<file path="src/rtl/doodle_pkg.sv">
// doodle_pkg: shared definitions for the doodle-jump game datapath.
//   - phase_e : vertical-controller phase encoding (IDLE/RISE/FALL/DEAD)
//   - ST_PLAY : top-level game-FSM code for the PLAY state
//   - SCREEN_H / Y_MAX : visible screen height and lowest valid feet row
//   - SCROLL_Y_DEF : default scroll line shared by the controller and shifter
package doodle_pkg;

  typedef enum logic [1:0] {
    PH_IDLE = 2'd0,
    PH_RISE = 2'd1,
    PH_FALL = 2'd2,
    PH_DEAD = 2'd3
  } phase_e;

  localparam logic [1:0] ST_PLAY      = 2'd2;
  localparam int         SCREEN_H     = 480;
  localparam int         Y_MAX        = SCREEN_H - 1;
  localparam int         SCROLL_Y_DEF = 200;

endpackage

</file>
<file path="src/rtl/frame_tick_gen.sv">
// frame_tick_gen: per-frame strobe divider.
//   clk  in  system clock
//   rst  in  synchronous reset, active-high
//   en   in  count enable; low clears the divider
//   tick out high for the one cycle in which the divider wraps
// The counter runs 0..TICK_DIV-1 while en is high, so the first tick comes
// on the TICK_DIV-th enabled clock edge after en rises.
module frame_tick_gen #(
  parameter int TICK_DIV = 416667
) (
  input  logic clk,
  input  logic rst,
  input  logic en,
  output logic tick
);

  localparam int              CW   = (TICK_DIV > 1) ? $clog2(TICK_DIV) : 1;
  localparam logic [CW-1:0]   LAST = CW'(TICK_DIV - 1);

  logic [CW-1:0] cnt_q, cnt_d;
  logic          wrap;

  // Wrap detection and next count; tick is combinational so the consumer
  // can register it alongside its own frame-cycle updates.
  always_comb begin
    wrap  = en && (cnt_q == LAST);
    cnt_d = wrap ? '0 : cnt_q + 1'b1;
  end

  // Divider register; held at zero whenever counting is disabled.
  always_ff @(posedge clk) begin
    if (rst || !en) begin
      cnt_q <= '0;
    end else begin
      cnt_q <= cnt_d;
    end
  end

  assign tick = wrap;

endmodule

</file>
<file path="src/rtl/doodle_vert_ctrl.sv">
// doodle_vert_ctrl: vertical player physics and scroll controller.
// Once per frame it integrates jump/gravity, clamps the player at the scroll
// line (turning any rise above it into a one-cycle adv pulse for the platform
// shifter) and detects falls past the bottom edge.
//   clk          in   system clock
//   rst          in   synchronous reset, active-high
//   state_i      in   top-level game state (ST_PLAY = 2)
//   land_hit_i   in   feet-on-platform flag, sampled on frame cycles
//   spring_hit_i in   feet-on-spring flag (only with DOODLE_SPRING_EN)
//   frame_o      out  one-cycle frame strobe
//   adv_o        out  scroll advance in px, non-zero only with frame_o
//   player_y_o   out  player feet y, 0..479
//   phase_o      out  0 IDLE, 1 RISE, 2 FALL, 3 DEAD
//   game_over_o  out  high while phase is DEAD
// Build option: define DOODLE_SPRING_EN to make spring_hit_i active.
import doodle_pkg::*;

module doodle_vert_ctrl #(
  parameter int TICK_DIV = 416667,
  parameter int JUMP_V   = 12,
  parameter int GRAVITY  = 1,
  parameter int VMAX     = 8,
  parameter int SCROLL_Y = SCROLL_Y_DEF,
  parameter int START_Y  = 400,
  parameter int SPRING_V = 15
) (
  input  logic       clk,
  input  logic       rst,
  input  logic [1:0] state_i,
  input  logic       land_hit_i,
  input  logic       spring_hit_i,
  output logic       frame_o,
  output logic [3:0] adv_o,
  output logic [8:0] player_y_o,
  output logic [1:0] phase_o,
  output logic       game_over_o
);

  // All physics math is 10 bits wide so y +/- speed never wraps 9-bit y.
  localparam logic [9:0] SCROLL10 = 10'(SCROLL_Y);
  localparam logic [9:0] GRAV10   = 10'(GRAVITY);
  localparam logic [9:0] VMAX10   = 10'(VMAX);
  localparam logic [9:0] YMAX10   = 10'(Y_MAX);
  localparam logic [8:0] START9   = 9'(START_Y);
  localparam logic [3:0] JUMP4    = 4'(JUMP_V);
`ifdef DOODLE_SPRING_EN
  localparam logic [3:0] SPRING4  = 4'(SPRING_V);
`else
  logic unused_spring;
  assign unused_spring = spring_hit_i;
`endif

  logic       in_play;
  logic       tick;

  phase_e     phase_q, phase_d;
  logic [3:0] vel_q, vel_d;
  logic [8:0] y_q, y_d;
  logic [3:0] adv_q, adv_d;
  logic       frame_q;

  logic [9:0] y10, d10, vsub10, vfall10;

  assign in_play = (state_i == ST_PLAY);

  frame_tick_gen #(
    .TICK_DIV(TICK_DIV)
  ) u_tick (
    .clk (clk),
    .rst (rst),
    .en  (in_play),
    .tick(tick)
  );

  // Next-state physics. Nothing moves outside a frame cycle, and adv defaults
  // to zero because the shifter accumulates it on every clock.
  always_comb begin
    phase_d = phase_q;
    vel_d   = vel_q;
    y_d     = y_q;
    adv_d   = '0;

    y10     = {1'b0, y_q};
    d10     = {6'b0, vel_q};
    vsub10  = (d10 > GRAV10) ? (d10 - GRAV10) : '0;
    vfall10 = ((d10 + GRAV10) > VMAX10) ? VMAX10 : (d10 + GRAV10);

    if (tick) begin
      case (phase_q)
        PH_IDLE: begin
          phase_d = PH_RISE;
          vel_d   = JUMP4;
        end
        PH_RISE: begin
          // Any part of the step that would cross the scroll line becomes
          // scroll advance instead of player movement.
          if (y10 >= (SCROLL10 + d10)) begin
            y_d = 9'(y10 - d10);
          end else begin
            adv_d = 4'(d10 - (y10 - SCROLL10));
            y_d   = 9'(SCROLL10);
          end
          vel_d = 4'(vsub10);
          if (vsub10 == '0) begin
            phase_d = PH_FALL;
          end
        end
        PH_FALL: begin
`ifdef DOODLE_SPRING_EN
          if (spring_hit_i) begin
            phase_d = PH_RISE;
            vel_d   = SPRING4;
          end else
`endif
          if (land_hit_i) begin
            phase_d = PH_RISE;
            vel_d   = JUMP4;
          end else if ((y10 + vfall10) > YMAX10) begin
            phase_d = PH_DEAD;
            y_d     = 9'(YMAX10);
            vel_d   = '0;
          end else begin
            y_d   = 9'(y10 + vfall10);
            vel_d = 4'(vfall10);
          end
        end
        default: begin
        end
      endcase
    end
  end

  // Leaving PLAY (or reset) returns everything to the start-of-play state,
  // even in the middle of a frame.
  always_ff @(posedge clk) begin
    if (rst || !in_play) begin
      phase_q <= PH_IDLE;
      vel_q   <= '0;
      y_q     <= START9;
      adv_q   <= '0;
      frame_q <= 1'b0;
    end else begin
      phase_q <= phase_d;
      vel_q   <= vel_d;
      y_q     <= y_d;
      adv_q   <= adv_d;
      frame_q <= tick;
    end
  end

  assign frame_o     = frame_q;
  assign adv_o       = adv_q;
  assign player_y_o  = y_q;
  assign phase_o     = phase_q;
  assign game_over_o = (phase_q == PH_DEAD);

endmodule
</file>
<file path="config.mk">
export PLATFORM = sky130hd
export DESIGN_NAME = doodle_vert_ctrl
export DESIGN_NICKNAME = d
export VERILOG_FILES = /design/src/rtl/doodle_pkg.sv /design/src/rtl/frame_tick_gen.sv /design/src/rtl/doodle_vert_ctrl.sv
export SDC_FILE = /design/constraint.sdc
export NUM_CORES = 1
export LEC_CHECK = 0
export ABC_AREA = 1
export BUFFER_PORTS_ARGS = -buffer_cell sky130_fd_sc_hd__buf_2
export CORE_ASPECT_RATIO = 1.25
export CORE_MARGIN = 5
export CORE_UTILIZATION = 60
export DETAILED_ROUTE_END_ITERATION = 12
export PLACE_DENSITY = 0.8
export SYNTH_ARGS = -nofsm -noshare
export SYNTH_HDL_FRONTEND = slang
export SYNTH_SLANG_ARGS = --single-unit
</file>
<file path="constraint.sdc">
create_clock -name clk -period 2.97 [get_ports clk]
set_input_delay 0.1485 -clock clk [delete_from_list [all_inputs] [get_ports clk]]
set_output_delay 0.1485 -clock clk [all_outputs]
set_load 0.01 [all_outputs]
</file>
# ---- Yosys cells after proc, flatten, opt, wreduce, memory -nomap -nowiden
# Index checks and enable logic that the tools add are counted.
dict set report op_classes {
  add_sub_neg 8
  magnitude_cmp 4
  eq_ne 8
  n_mux 13
  bitwise 2
  n_reduce_logical 12
}
# op n
set ops {}
lappend ops {{9-bit two-way mux} 3}
lappend ops {{19-bit by 1-bit adder with 19-bit output (second input constant)} 1}
lappend ops {{19-bit == test (second input constant)} 1}
lappend ops {{9-bit case mux with 2 select lines} 1}
lappend ops {{4-bit case mux with 3 select lines} 1}
lappend ops {{9-bit by 5-bit adder with 10-bit output} 1}
lappend ops {{10-bit by 4-bit > comparator with 1-bit output (second input constant)} 1}
lappend ops {{10-bit by 9-bit > comparator with 1-bit output (second input constant)} 1}
lappend ops {{10-bit zero test} 1}
lappend ops {{10-bit two-way mux} 1}
lappend ops {{8-bit by 4-bit adder with 9-bit output (first input constant)} 1}
lappend ops {{9-bit >= comparator} 1}
lappend ops {{9-bit by 4-bit subtractor with 9-bit output} 1}
lappend ops {{4-bit two-way mux} 2}
lappend ops {{2-bit == test (second input constant)} 3}
lappend ops {{2-bit two-way mux} 3}
lappend ops {{2-bit case mux with 3 select lines} 1}
lappend ops {{4-bit by 1-bit adder with 5-bit output (second input constant)} 1}
lappend ops {{5-bit two-way mux} 1}
lappend ops {{4-bit by 1-bit subtractor with 5-bit output (second input constant)} 1}
lappend ops {{4-bit by 1-bit > comparator with 1-bit output (second input constant)} 1}
lappend ops {{2-bit inequality test (second input constant)} 2}
lappend ops {{4-bit AND reduction} 1}
lappend ops {{4-bit OR reduction} 1}
lappend ops {{14 further kinds} 15}
dict set report totals {
  regBits 39
  inputBits 6
  output_inout_bits 17
  elab_cells 53
}

# ---- Depth between registers and ports, before layout
# Gate-level depths: netlist of run 1.
dict set report depth {
  ltp_word 8
  ltp_mapped 22
  ltp_nobuf 22
}

# ---- Cells and area by module
# From an unflattened synthesis of run 1, not the netlist that was laid out.
dict set report hier_totals {
  cells_unflattened 460
  hier_area_um2 3100.5
}
# mod instances cells_each area_each_um2 seq_area_each_um2
set modules_own_cells {}
lappend modules_own_cells {doodle_vert_ctrl 1 297 2035.7 400.4}
lappend modules_own_cells {frame_tick_gen 1 163 1064.8 380.4}

# ---- Worst setup path before layout of run 1
# Ideal clock, no wire load.
dict set report synth_path {
  path_kind {register to register}
  startpoint {register vel_q[0]}
  endpoint {register y_q[5] (netlist: player_y_o[5])}
  setup_time_ns 0.109
  arrival_time_ns 2.525
  t_required_ns 2.861
  slack_ns 0.336
  path_stages_with_launch 22
  n_path_buf 0
  period_less_slack_ns 2.634
  path_cell_list {dfxtp_1 -> ha_1 -> nand2_1 -> inv_1 -> o21ai_0 -> nor2_1 -> ha_1 -> fa_1 -> nand2_1 -> nand2_1 -> nand3_1 -> nand2_1 -> nand2_1 -> nand2_1 -> nor2_1 -> nand2_1 -> nand3_1 -> inv_2 -> nand2_1 -> nand3_1 -> nand2_1 -> inv_1}
}
dict set report synth_via {
  elab_chain_cells 8
  elab_cells_between_ends 12
  cone_classes {4 x add/sub; 3 x order compare; 5 x mux}
}
# element line_no
set synth_rtl {}
lappend synth_rtl {{start: declaration} doodle_vert_ctrl.sv:57} ;# logic [3:0] vel_q, vel_d;
lappend synth_rtl {{start signal: assignment} doodle_vert_ctrl.sv:144} ;# vel_q <= vel_d;
lappend synth_rtl {{4-bit by 1-bit adder with 5-bit output} doodle_vert_ctrl.sv:86} ;# vfall10 = ((d10 + GRAV10) > VMAX10) ? VMAX10 : (d10 + GRAV10);
lappend synth_rtl {{10-bit by 4-bit > comparator with 1-bit output} doodle_vert_ctrl.sv:86}
lappend synth_rtl {{5-bit two-way mux} doodle_vert_ctrl.sv:86}
lappend synth_rtl {{9-bit by 5-bit adder with 10-bit output} doodle_vert_ctrl.sv:123} ;# y_d = 9'(y10 + vfall10);
lappend synth_rtl {{10-bit by 9-bit > comparator with 1-bit output} doodle_vert_ctrl.sv:118} ;# end else if ((y10 + vfall10) > YMAX10) begin
lappend synth_rtl {{9-bit two-way mux} doodle_vert_ctrl.sv:118}
lappend synth_rtl {{9-bit two-way mux} doodle_vert_ctrl.sv:115} ;# if (land_hit_i) begin
lappend synth_rtl {{9-bit case mux with 2 select lines (*)} doodle_vert_ctrl.sv:89} ;# case (phase_q)
lappend synth_rtl {{end signal: assignment} doodle_vert_ctrl.sv:145} ;# y_q <= y_d;
lappend synth_rtl {{end: declaration} doodle_vert_ctrl.sv:58} ;# logic [8:0] y_q, y_d;
# Every way passes the cells marked *; elsewhere a longest branch is shown, timed or not. The select of a mux whose other input is x is not followed.
# A chain may end at the register's enable or synchronous reset.

# ---- Final worst setup path of run 1
dict set report layout_path {
  startpoint {register vel_q[0]}
  endpoint {register y_q[0] (netlist: player_y_o[0])}
}
# The elaborated chain is that of the path after synthesis.

==> metrics.yaml, run 1 <==
status:
  status: "completed"
finish:
  post-route-cell-area_sq_mm: 0.00316
  antenna_cells: 0
  nFillCells: 404
  final_layout_size_suffix_gt1_share_pct: 15.1
  synthToLayoutAreaGrowth_pct: 13.4
  nNetsFinal: 469
global_route:
  antenna_found_initial: 0
  grt_max_degree: 14
  grt_pass1_wl_um: 11100
  overflow: 0
  grtUsageTotal_pct: 22.3
  grt_pass1_vias: 2576
route:
  vias_per_cell: 5.54
  ant_nets: 0
  via_count: 2741
  routedWlPerCell_um: 13.3
  drt-total-wl_um: 6590
  route.detailed.drc: 0
  drt_iter0_markers: 221
  firstDrtPassIters: 5
timing:
  slew_headroom_pct: 63.2
  min_period_ps: 2780
  fmax_mhz: 359
  slew_viol_final: 0
  timing.final.crit_share_pct: 93.7
  final_hold_viol_count: 0
  worst_clock_skew_ps: 6.87
  setup_violations: 0
  whs_ps: 280
  worst_pin_slew_ps: 547
yosys:
  ys_seq_area_share_pct: 28.0
  syn-num-nets: 439
  yosys_warnings: 0
  synth_cell_types: 35
  synth_area_per_cell_sq_um: 6.87
  synth-seq-cells: 39
  synth_area_sq_mm: 0.00279
  synth_flop_cell: "dfxtp_1"
  async_flop_share_pct: 0
  synth_cells: 406
  synth_edf_count: 0
clocking:
  clkSlewWorstSetupHoldPaths_ps: 80
  cts_setup_buffers: 0
  cts_buffer_depth: 2
  htreeDepth: 2
  numClockSinks: 39
  clock_latency_ps: 300
  cts_tree: "built"
  numCtsBuffers: 5
  root_buffer: "clkbuf_8"
setup_path:
  reg2reg_depth: 21
  reg2reg_slack_ps: 190
  path_class: "reg2reg"
  r2r-end: "player_y_o[0]"
  cp_data_required_time_ps: 3190
  endpoint_kind: "flip-flop"
  start_kind: "flip-flop"
  cp.arrival_ps: 3010
  r2r-start: "vel_q[0]"
  cp_max_fo: 5
min_path:
  min-delay-start: "rst"
  hold_depth: 5
  hold_path_class: "in2reg"
  hold-path-endpoint: "phase_o[1]"
placement:
  gp_congestion: 0.900
  portBuffers: 21
  dpl.hpwl_um: 4980
  placed_cell_area_sq_mm: 0.00300
pwr:
  power.total_w: 0.00108
  ir_drop_mv: 0.256
  leakage_nw: 1.51
  power.density_mw_per_mm2: 342
floorplan:
  die_h_um: 86.2
  core.rowCount: 27
  core_area_sq_mm: 0.00446
  dieWidth_um: 71.0
  initial_core_util_pct: 62.5
  die_area_sq_mm: 0.00612
  io_pins: 23
flow_run:
  cap_violations: 0
-- worst max-delay path, cell delays in order, from the launching register on --
cell and delay, ps:
dfxtp_2 350, ha_1 210, nand2_1 60, inv_1 60, nand2_1 80, o21ai_1 80
buf_4 150, nor3_2 150, ha_2 330, inv_1 60, nand2_1 90, nand3_1 120
nand2_1 60, nand2_1 100, nand2_1 90, nor2_1 110, nand2_1 120, nand3_2 150
inv_2 70, nand2_1 70, nand2_1 60, a21oi_1 160
-- cells in the final DEF, fill, tap and decap left out, drive strengths merged, types with 2 or more instances in the layout --
cell type	instances
ha	24
nand3b	2
nand3	31
a21oi	28
xor2	13
o21ai	29
nor3	11
dfxtp	39
xnor2	4
bufinv	2
o21a	2
nand4	9
nand2	85
fa	3
nor2	44
clkbuf	5
or2	3
nor4	2
inv	62
buf	30
a31oi	3
-- layer usage --
layer | GRT usage [%] | share of wire (%)
met3 | 3.36 | 4.1
met5 | 0 | 0
met4 | 12.0 | 5.0
met2 | 41.3 | 52
met1 | 24.1 | 39
-- cells by family (layout without fill, tap and decap cells) --
logic type               count (synthesis)  in the layout  synth area share, %
AND/OR/NAND/NOR                        189            189                 32.1
buffers and inverters                   69            100                 9.52
AO/OA/AOI/OAI                           64             64                 12.0
flip-flops                              39             39                 28.0
adder cells (fa/ha/maj)                 27             27                 12.9
XOR/XNOR                                17             17                 5.34
other                                    1              1                0.135
-- where the power goes --
group	internal, W	switching, W	leakage [nW]
combinational	0.00000754	0.0000129	1.13
clock	0.000335	0.000202	0.0644
sequential	0.000523	0.000000728	0.315
total	0.000866	0.000215	1.51
-- repair_timing --
| action | CTS | global route |
|---|---|---|
| gates resized for setup | 0 | 9 |
| hold buffers | 0 | 0 |
| endpoints found under the setup margin | 0 | 10 |
-- registers in the layout (all words and copies together), names as in the netlist --
name          cells
adv_o             4
u_tick.cnt_q     19
frame_o           1
player_y_o        9
vel_q             4
phase_o           2
-- cell usage after synthesis (4+ instances only) --
master	instances	area share, %
ha_1	24	11
nor2_2	4	0.90
dfxtp_1	39	28
nand3_1	29	5.2
xor2_1	13	4.1
buf_2	5	0.90
inv_1	61	8.2
nor3_1	10	1.8
nand4_1	7	1.6
o21ai_0	28	5.0
xnor2_1	4	1.3
nor2_1	37	5.0
a21oi_1	28	5.0
nand2_1	81	11
-- per-stage QoR --
stage               setup WS (ps)  cells  setup TNS [ps]  utilization, %
global placement              141    487               0            67.3
CTS                          24.0    495               0            70.3
finish                        188    495               0            70.9
floorplan                     336    406               0               -
global route                -31.7    495           -63.7            70.9
detailed placement            102    487               0            67.3
-- final cells by class --
class	instances	area [sq um]	share of cell area, %
clock inverter	3	67.6	2.14
tap	58	72.6	2.30
timing repair buffer	30	173	5.46
multi-input combinational	298	1760	55.8
sequential	39	783	24.8
clock buffer	5	68.8	2.18
inverter	62	233	7.36
-- worst max path at each step --
stage,start,end,slack [ps],depth (start not counted)
final,vel_q[0],player_y_o[0],190,21
after global routing,vel_q[0],player_y_o[0],-30,21
after CTS,vel_q[1],player_y_o[0],20,21
after detailed placement,vel_q[1],player_y_o[5],100,22
after global placement,vel_q[1],player_y_o[5],140,20
after floorplan,vel_q[0],player_y_o[5],340,21
Power figures use the tool's default switching activity.
==> run 2, diff against run 1 <==
--- a/config.mk
+++ b/config.mk
@@ -8,7 +8,6 @@
 export ABC_AREA = 1
 export BUFFER_PORTS_ARGS = -buffer_cell sky130_fd_sc_hd__buf_2
 export CORE_ASPECT_RATIO = 1.25
-export CORE_MARGIN = 5
 export CORE_UTILIZATION = 60
 export DETAILED_ROUTE_END_ITERATION = 12
 export PLACE_DENSITY = 0.8
==> metrics.yaml, run 2 (synthesis results as in run 1) <==
setup_path:
  endpoint_kind: "flip-flop"
  cp_num_buf_inv: 1
  reg2reg_slack_ps: 250
  r2r-end: "phase_o[1]"
  path_common_cell: "nand2_1"
  cp_max_fo: 5
  worstPathCellList: "ha_1, nand2_1, inv_1, nand2_1, o21ai_2, nor2_1, ha_2, fa_2, nand2_1, nand2_1, nand3b_1, nand2_1, nand2_1, nand2_1, nor2_1, nand2_2, nand3_1, nand2_1, nand2_1, nand2_1, a21oi_1"
  r2r-start: "vel_q[1]"
  cpPeakStageDelay_ps: 380
  cp_data_required_time_ps: 3210
  path_class: "reg2reg"
  reg2reg_depth: 21
  start_kind: "flip-flop"
  cp.arrival_ps: 2970
  critPathTopFamily: "simple AND/OR/NAND/NOR gates"
  slowest_stage: "dfxtp_4"
floorplan:
  core_area_sq_mm: 0.00443
  io_pins: 23
  dieWidth_um: 63.0
  initial_core_util_pct: 63.0
  die_h_um: 78.2
  core.rowCount: 27
  die_area_sq_mm: 0.00492
clocking:
  numCtsBuffers: 5
  numClockSinks: 39
  clock_latency_ps: 310
  htreeDepth: 2
  root_buffer: "clkbuf_8"
  cts_buffer_depth: 2
  clkSlewWorstSetupHoldPaths_ps: 90
  cts_tree: "built"
global_route:
  grt_pass1_vias: 2447
  grt_max_degree: 14
  overflow: 0
  antenna_found_initial: 0
  grt_pass1_wl_um: 10400
  grtUsageTotal_pct: 26.6
timing:
  worst_clock_skew_ps: 14.7
  timing.final.crit_share_pct: 91.6
  slew_viol_final: 0
  fmax_mhz: 367
  rsz0062_at_grt: "no"
  final_hold_viol_count: 0
  setup_violations: 0
  min_period_ps: 2720
  setup_slack_ps: 248
placement:
  dpl.hpwl_um: 4750
  gp_congestion: 0.917
  pre_cts_ws_ps: -3.88
  placed_cell_area_sq_mm: 0.00299
  portBuffers: 21
status:
  status: "completed"
finish:
  nNetsFinal: 468
  final_layout_size_suffix_gt1_share_pct: 15.4
  synthToLayoutAreaGrowth_pct: 13.6
  antenna_cells: 0
  top_register: "u_tick.cnt_q"
  post-route-cell-area_sq_mm: 0.00317
  final_cell_mix: "nand2_1 (80), inv_1 (61), dfxtp_1 (37)"
  largest_reg_flops: 19
  nFillCells: 365
  final_common_cell: "nand2_1"
route:
  drt_iter0_markers: 179
  drt-total-wl_um: 6280
  routedWlPerCell_um: 12.7
  vias_per_cell: 5.40
  route.detailed.drc: 0
  firstDrtPassIters: 4
  ant_nets: 0
  via_count: 2670
pwr:
  leakage_nw: 1.51
  power.total_w: 0.00108
  ir_drop_mv: 0.326
  power.density_mw_per_mm2: 342
min_path:
  hold-path-endpoint: "phase_o[0]"
  hold_depth: 5
  min-delay-start: "rst"
  hold_path_class: "in2reg"
flow_run:
  cap_violations: 0
-- run 2: final cells by class --
cell class              count  area (sq um)  share of cell area [%]
repair buffers             29           165                    5.21
well taps                  58          72.6                    2.29
clock inverters             3          67.6                    2.13
clock buffers               5          68.8                    2.17
inverters                  62           233                    7.35
multi-input cells         298          1780                    56.0
flip-flops and latches     39           786                    24.8
-- run 2: worst register-to-register path, cell delays in order, from the launching register on --
cell and delay [ps]:
dfxtp_4 380, ha_1 170, nand2_1 60, inv_1 110, nand2_1 110, o21ai_2 110
nor2_1 90, ha_2 200, fa_2 350, nand2_1 70, nand2_1 80, nand3b_1 110
nand2_1 60, nand2_1 60, nand2_1 80, nor2_1 120, nand2_2 110, nand3_1 110
nand2_1 100, nand2_1 70, nand2_1 40, a21oi_1 110
-- run 2: metal layers --
metal / vias to the layer above / wire (um) / track usage (%)
met1: 1213 / 2630 / 28.9
met2: 69 / 3280 / 49.7
li1: 1367 / - / -
met4: 0 / 168 / 11.9
met5: - / 0 / 0
met3: 21 / 205 / 4.22
-- run 2: what timing repair did --
item                       4_1_cts  5_1_grt
hold buffers                     0        0
setup endpoints to repair        1       12
buffers inserted                 0        1
resized for setup                1       12
-- run 2: per-stage QoR --
stage	std cells	TNS, ps	hold WS [ps]	util (%)
3_5_place_dp	485	-3.88	464	67.5
2_1_floorplan	406	0	432	-
5_1_grt	494	0	281	71.6
4_1_cts	493	0	258	70.5
3_3_place_gp	485	0	449	67.5
6_report	494	0	264	71.6
-- run 2: worst max-delay path by stage --
| stage | startpoint | endpoint | cells past startpoint |
|---|---|---|---|
| after floorplan | vel_q[0] | player_y_o[5] | 21 |
| after global placement | vel_q[1] | player_y_o[5] | 20 |
| after detailed placement | vel_q[1] | player_y_o[5] | 20 |
| after CTS | vel_q[1] | player_y_o[5] | 22 |
| after global routing | vel_q[1] | phase_o[1] | 21 |
| final | vel_q[1] | phase_o[1] | 21 |
-- run 2: report_power, final --
| group | switching, W | leakage, nW | internal, W |
|---|---|---|---|
| clock | 0.000206 | 0.0644 | 0.000335 |
| sequential | 0.000000772 | 0.316 | 0.000522 |
| combinational | 0.0000129 | 1.13 | 0.00000755 |
| total | 0.000220 | 1.51 | 0.000865 |
